==> src/rtl/display_grid.sv <==
// display_grid: renders a Game-of-Life style cell grid onto a pixel stream.
//
// Each valid pixel is mapped to a cell. The cell state is read from an
// external RAM, and the pixel is coloured according to the palette mode that
// was latched at frame start. A blinking cursor can be drawn over one cell.
// The pipeline has a fixed latency of three cycles and never stalls.
//
// Ports:
//   clk, rst_n                 clock, asynchronous active-low reset
//   pix_valid, x, y            pixel coordinate stream
//   hsync_in, vsync_in         timing strobes, delayed to hsync_out/vsync_out
//   mode                       palette: 0 mono, 1 age, 2 age + grid, 3 = mono
//   cursor_en/col/row          cursor cell, sampled with each pixel
//   cell_rd_en/addr/data       cell RAM read port, addr = {row,col}, 1-cycle latency
//   rgb, rgb_valid             4:4:4 pixel colour out
//   hsync_out, vsync_out       delayed timing strobes
module display_grid #(
    parameter int unsigned CELL_LOG2    = 7,
    parameter int unsigned COLS_LOG2    = 2,
    parameter int unsigned ROWS_LOG2    = 2,
    parameter int unsigned BLINK_FRAMES = 30
) (
    input  logic                               clk,
    input  logic                               rst_n,
    input  logic                               pix_valid,
    input  logic [10:0]                        x,
    input  logic [10:0]                        y,
    input  logic                               hsync_in,
    input  logic                               vsync_in,
    input  logic [1:0]                         mode,
    input  logic                               cursor_en,
    input  logic [COLS_LOG2-1:0]               cursor_col,
    input  logic [ROWS_LOG2-1:0]               cursor_row,
    output logic                               cell_rd_en,
    output logic [COLS_LOG2+ROWS_LOG2-1:0]     cell_rd_addr,
    input  logic [1:0]                         cell_rd_data,
    output logic [11:0]                        rgb,
    output logic                               rgb_valid,
    output logic                               hsync_out,
    output logic                               vsync_out
);

    localparam int unsigned AW    = COLS_LOG2 + ROWS_LOG2;
    localparam int unsigned FCW   = $clog2(BLINK_FRAMES) + 1;
    localparam int unsigned XSPAN = CELL_LOG2 + COLS_LOG2;
    localparam int unsigned YSPAN = CELL_LOG2 + ROWS_LOG2;

    localparam logic [FCW-1:0] FC_LAST   = FCW'(BLINK_FRAMES - 1);
    localparam logic [10:0]    CELL_MASK = 11'((32'd1 << CELL_LOG2) - 32'd1);

    localparam logic [11:0] RGB_BLACK  = 12'h000;
    localparam logic [11:0] RGB_WHITE  = 12'hFFF;
    localparam logic [11:0] RGB_RED    = 12'hF00;
    localparam logic [11:0] RGB_YELLOW = 12'hFF0;
    localparam logic [11:0] RGB_GREEN  = 12'h0F0;
    localparam logic [11:0] RGB_GRID   = 12'h444;
    localparam logic [11:0] RGB_CURSOR = 12'h00F;

    // Frame-level state
    logic [1:0]     mode_q, mode_d;
    logic [FCW-1:0] fc_q, fc_d;
    logic           blink_q, blink_d;
    // Blink phase that applies to the frame currently being drawn
    logic           frame_blink_q, frame_blink_d;

    // Stage 1 (read issue)
    logic          cell_rd_en_q, cell_rd_en_d;
    logic [AW-1:0] cell_rd_addr_q, cell_rd_addr_d;
    logic s1_valid_q, s1_valid_d, s1_inr_q, s1_inr_d, s1_age_q, s1_age_d;
    logic s1_grid_q, s1_grid_d, s1_cur_q, s1_cur_d, s1_hs_q, s1_hs_d, s1_vs_q, s1_vs_d;

    // Stage 2 (RAM data arrives)
    logic s2_valid_q, s2_inr_q, s2_age_q, s2_grid_q, s2_cur_q, s2_hs_q, s2_vs_q;

    // Stage 3 (registered outputs)
    logic [11:0] rgb_q, rgb_d;
    logic        rgb_valid_q, rgb_valid_d;
    logic        hsync_q, vsync_q;

    // Stage 0 decode
    logic [COLS_LOG2-1:0] col;
    logic [ROWS_LOG2-1:0] row;
    logic                 in_range, frame_start, blink_eff, on_grid_line;
    logic [1:0]           mode_eff;

    always_comb begin
        col          = x[CELL_LOG2 +: COLS_LOG2];
        row          = y[CELL_LOG2 +: ROWS_LOG2];
        in_range     = ((32'(x) >> XSPAN) == 32'd0) && ((32'(y) >> YSPAN) == 32'd0);
        frame_start  = pix_valid && (x == 11'd0) && (y == 11'd0);
        // The frame-start pixel already belongs to the new frame's mode.
        mode_eff     = frame_start ? mode : mode_q;
        // Counter updates at frame start take effect from the following frame.
        blink_eff    = frame_start ? blink_q : frame_blink_q;
        on_grid_line = ((x & CELL_MASK) == 11'd0) || ((y & CELL_MASK) == 11'd0);

        mode_d        = mode_q;
        fc_d          = fc_q;
        blink_d       = blink_q;
        frame_blink_d = frame_blink_q;
        if (frame_start) begin
            mode_d        = mode;
            frame_blink_d = blink_q;
            if (fc_q == FC_LAST) begin
                fc_d    = '0;
                blink_d = ~blink_q;
            end else begin
                fc_d = fc_q + 1'b1;
            end
        end

        cell_rd_en_d   = pix_valid && in_range;
        cell_rd_addr_d = cell_rd_en_d ? {row, col} : cell_rd_addr_q;
        s1_valid_d     = pix_valid;
        s1_inr_d       = in_range;
        s1_age_d       = (mode_eff == 2'd1) || (mode_eff == 2'd2);
        s1_grid_d      = (mode_eff == 2'd2) && on_grid_line;
        s1_cur_d       = cursor_en && blink_eff && (col == cursor_col) && (row == cursor_row);
        s1_hs_d        = hsync_in;
        s1_vs_d        = vsync_in;
    end

    // Colour selection, using RAM data that is valid during stage 2
    always_comb begin
        rgb_d       = RGB_BLACK;
        rgb_valid_d = s2_valid_q;
        if (s2_valid_q && s2_inr_q) begin
            if (s2_cur_q) begin
                rgb_d = RGB_CURSOR;
            end else if (s2_grid_q) begin
                rgb_d = RGB_GRID;
            end else if (s2_age_q) begin
                unique case (cell_rd_data)
                    2'b00:   rgb_d = RGB_BLACK;
                    2'b10:   rgb_d = RGB_RED;
                    2'b01:   rgb_d = RGB_YELLOW;
                    default: rgb_d = RGB_GREEN;
                endcase
            end else begin
                rgb_d = cell_rd_data[0] ? RGB_WHITE : RGB_BLACK;
            end
        end
    end

    always_ff @(posedge clk or negedge rst_n) begin
        if (!rst_n) begin
            mode_q         <= 2'd0;
            fc_q           <= '0;
            blink_q        <= 1'b1;
            frame_blink_q  <= 1'b1;
            cell_rd_en_q   <= 1'b0;
            cell_rd_addr_q <= '0;
            s1_valid_q     <= 1'b0;
            s1_inr_q       <= 1'b0;
            s1_age_q       <= 1'b0;
            s1_grid_q      <= 1'b0;
            s1_cur_q       <= 1'b0;
            s1_hs_q        <= 1'b0;
            s1_vs_q        <= 1'b0;
            s2_valid_q     <= 1'b0;
            s2_inr_q       <= 1'b0;
            s2_age_q       <= 1'b0;
            s2_grid_q      <= 1'b0;
            s2_cur_q       <= 1'b0;
            s2_hs_q        <= 1'b0;
            s2_vs_q        <= 1'b0;
            rgb_q          <= RGB_BLACK;
            rgb_valid_q    <= 1'b0;
            hsync_q        <= 1'b0;
            vsync_q        <= 1'b0;
        end else begin
            mode_q         <= mode_d;
            fc_q           <= fc_d;
            blink_q        <= blink_d;
            frame_blink_q  <= frame_blink_d;
            cell_rd_en_q   <= cell_rd_en_d;
            cell_rd_addr_q <= cell_rd_addr_d;
            s1_valid_q     <= s1_valid_d;
            s1_inr_q       <= s1_inr_d;
            s1_age_q       <= s1_age_d;
            s1_grid_q      <= s1_grid_d;
            s1_cur_q       <= s1_cur_d;
            s1_hs_q        <= s1_hs_d;
            s1_vs_q        <= s1_vs_d;
            s2_valid_q     <= s1_valid_q;
            s2_inr_q       <= s1_inr_q;
            s2_age_q       <= s1_age_q;
            s2_grid_q      <= s1_grid_q;
            s2_cur_q       <= s1_cur_q;
            s2_hs_q        <= s1_hs_q;
            s2_vs_q        <= s1_vs_q;
            rgb_q          <= rgb_d;
            rgb_valid_q    <= rgb_valid_d;
            hsync_q        <= s2_hs_q;
            vsync_q        <= s2_vs_q;
        end
    end

    assign cell_rd_en   = cell_rd_en_q;
    assign cell_rd_addr = cell_rd_addr_q;
    assign rgb          = rgb_q;
    assign rgb_valid    = rgb_valid_q;
    assign hsync_out    = hsync_q;
    assign vsync_out    = vsync_q;

endmodule

==> config.mk <==
export PLATFORM = sky130hd
export DESIGN_NAME = display_grid
export DESIGN_NICKNAME = d
export VERILOG_FILES = /design/src/rtl/display_grid.sv
export SDC_FILE = /design/constraint.sdc
export NUM_CORES = 1
export LEC_CHECK = 0
export BUFFER_PORTS_ARGS = -buffer_cell sky130_fd_sc_hd__buf_2
export CAP_MARGIN = 20
export CORE_MARGIN = 5
export CORE_UTILIZATION = 49
export DETAILED_ROUTE_END_ITERATION = 12
export PLACE_DENSITY_LB_ADDON = 0.25
export SYNTH_ARGS = -nofsm -noshare
export SYNTH_HDL_FRONTEND = slang
export SYNTH_SLANG_ARGS = --single-unit
==> constraint.sdc <==
create_clock -name clk -period 1.5 [get_ports clk]
set_input_delay 0.075 -clock clk [delete_from_list [all_inputs] [get_ports clk]]
set_output_delay 0.075 -clock clk [all_outputs]
set_load 0.03 [all_outputs]
==> metrics.txt <==
status completed; finished layout cell area 2250 sq um; Clock power frac 0.393; drt wl/cell 13.6 microns; Setup Skew 8.20 ps; Max Buffers Root-to-Sink 2; Die Wd 67.1 microns; CTS root buf clkbuf_4; final wirelength 3.41 mm; Worst Path Arrival 1750 ps; PortBufs 55; CP startpoint kind flip-flop; initial antenna violation count 0; Post-Syn Area per Cell 13.1 sq um; Mapped Nets 161; Worst-Margin Slew 569 ps; Worst Path Required 1750 ps; slew margin rel. 0.620; final setup TNS 0 ps; Antenna diodes 0; final setup violation count 0; min Tclk post-route 1500 ps; Cell Area, Synth 1600 sq um; post-layout util 0.730; Die Span Y 67.1 microns; row count 20; NumNets Final 244; Pint 1.70 mW; first-pass GRT wire length 5.66 mm; DRC Markers 0; largest net degree at the start of global routing 29; first drt pass iteration count 4; via count 1,257; P&R area growth vs syn 40.7%; VDD IR max 0.722 mV; crit end category flip-flop; Detail Placement HPWL 2.62 mm; gpl congestion 0.722; #FFs+latches synth 38; H-Tree Depth 2; post-synth top area cell dfrtp_1; Power Density 988 nW/um^2; count of different cell masters after synthesis 33; die area 4500 sq um; Comb power frac 0.120; core area 3080 sq um; count of final max-slew check failures 0; CP max FO 6; initial detailed-routing violation count 40; Cell Area, Placed 2000 sq um; Setup CP Type reg -> reg; Area contributors post-synth dfrtp_1 (56%), dfstp_2 (3.3%), buf_4 (2.8%); final hold slack 21.4 ps; RSZ-0062 raised after global routing yes; switching share of power 0.234; Hold Path Class in -> reg; Starting Density 0.519; sequential share of the synthesized area 0.597; vias in the first global route 1,301; # Max-Cap Violations 0; clk_lat worst skew 350 ps; clk sinks 38; synthesized instance count 122; worst setup slack after layout 1.43 ps; post-synth top area share 0.564; CTS tree built; sw power 0.520 mW; post-route clock period utilization 0.999; leak pwr 1.12 nW; YS warnings 0; DRT antenna net count 0; hold violation total from the final report 0; Pwr Total 2.22 mW; Total Routing Usage GR 0.174; post-place setup slack -97.3 ps; Finished Layout Cells 250; global route overflow 0; io pins 56; sequential share of power 0.487; share of layout cells above drive strength 1 0.505; TritonCTS Buffers 5; vias per cell 5.03; Fmax 667 MHz; Placed Cells incl. Taps 228; Worst-path clk slew 120 ps
-- power groups by stage --
stage	registers (mW)	logic (mW)	clock network, mW
3_3_place_gp	1.10	0.248	0
6_report	1.08	0.267	0.872
4_1_cts	1.08	0.271	0.898
5_1_grt	1.09	0.289	0.945
3_5_place_dp	1.10	0.256	0
2_1_floorplan	1.16	0.0524	0
-- cells in the final DEF (no fill, tap or decap), drive strengths merged --
| master | count |
|---|---|
| a211o | 2 |
| a211oi | 2 |
| a21boi | 1 |
| a21oi | 2 |
| a22o | 2 |
| and3 | 2 |
| and4 | 1 |
| buf | 74 |
| bufinv | 2 |
| clkbuf | 5 |
| clkinv | 1 |
| dfrtp | 36 |
| dfstp | 2 |
| dlygate4sd3 | 8 |
| ha | 3 |
| inv | 5 |
| mux2 | 7 |
| mux2i | 3 |
| nand2 | 6 |
| nand2b | 2 |
| nand3 | 8 |
| nand3b | 1 |
| nand4 | 1 |
| nor2 | 9 |
| nor3 | 6 |
| nor4 | 5 |
| nor4b | 1 |
| o21ai | 3 |
| xnor2 | 1 |
| xor2 | 5 |
-- synth_stat cells (all sizes together) --
| cell type | n |
|---|---|
| buf | 6 |
| a211oi | 2 |
| nor4 | 5 |
| nand3b | 1 |
| nor2 | 9 |
| nand2 | 6 |
| and4 | 1 |
| ha | 3 |
| a21boi | 1 |
| dfrtp | 36 |
| inv | 5 |
| mux2i | 3 |
| dfstp | 2 |
| nand2b | 2 |
| a211o | 2 |
| xnor2 | 1 |
| o21ai | 3 |
| nand4 | 1 |
| nand3 | 8 |
| mux2 | 7 |
| nor3 | 6 |
| a21oi | 2 |
| xor2 | 5 |
| nor4b | 1 |
| a22o | 2 |
| and3 | 2 |
-- final cells by class --
type	instances	area (sq um)
Timing Repair Buffer	82	498
Clock buffer	5	37.5
Fill cell	230	832
Inverter	5	18.8
Sequential cell	38	953
Multi-Input combinational cell	73	614
Tap cell	44	55.1
Clock inverter	3	68.8
-- registers in the layout, summed over array words and instances (netlist names), 2 cells and up --
signal	count
rgb	6
fc_q	6
mode_q	2
cell_rd_addr	4
-- final timing paths --
kind	start	endpoint	slack, ps	cells after the start
min in group asynchronous	rst_n	s1_grid_q	240	2
min	y[8]	cell_rd_addr[3]	20	2
max in group asynchronous	rst_n	s1_hs_q	740	3
min reg2reg	s1_inr_q	s2_inr_q	360	0
max reg2reg	fc_q[1]	fc_q[4]	1	5
max	fc_q[1]	fc_q[4]	1	5
-- logic make-up (layout without fill, tap and decap cells) --
group | Yosys count | after routing | share of synthesized area
simple gates | 42 | 42 | 0.182
flops | 38 | 38 | 0.597
compound gates | 12 | 12 | 0.0517
buf+inv | 11 | 95 | 0.0400
mux | 10 | 10 | 0.0729
xor+xnor | 6 | 6 | 0.0329
fa+ha+maj | 3 | 3 | 0.0235
-- critical path, cell delays in order (launching register included) --
cell and delay [ps]:
dfrtp_1 450, inv_2 100, ha_4 130, nand3b_1 190
a211o_1 350, a22o_1 190
-- metal layers --
| layer | global-route usage | part of all wire | vias up | wire length (microns) |
|---|---|---|---|---|
| met3 | 0.0438 | 0.069 | 14 | 234 |
| li1 | - | - | 589 | - |
| met4 | 0.101 | 0.035 | 0 | 118 |
| met2 | 0.304 | 0.50 | 60 | 1690 |
| met1 | 0.188 | 0.40 | 594 | 1360 |
| met5 | 0 | 0 | - | 0 |
-- what timing repair did --
item	in CTS	in global routing
gates resized for setup	0	4
hold buffers	8	0
hold endpoints to repair	31	0
setup buffers	0	6
endpoints found under the setup margin	0	4
Power figures use the tool's default switching activity.
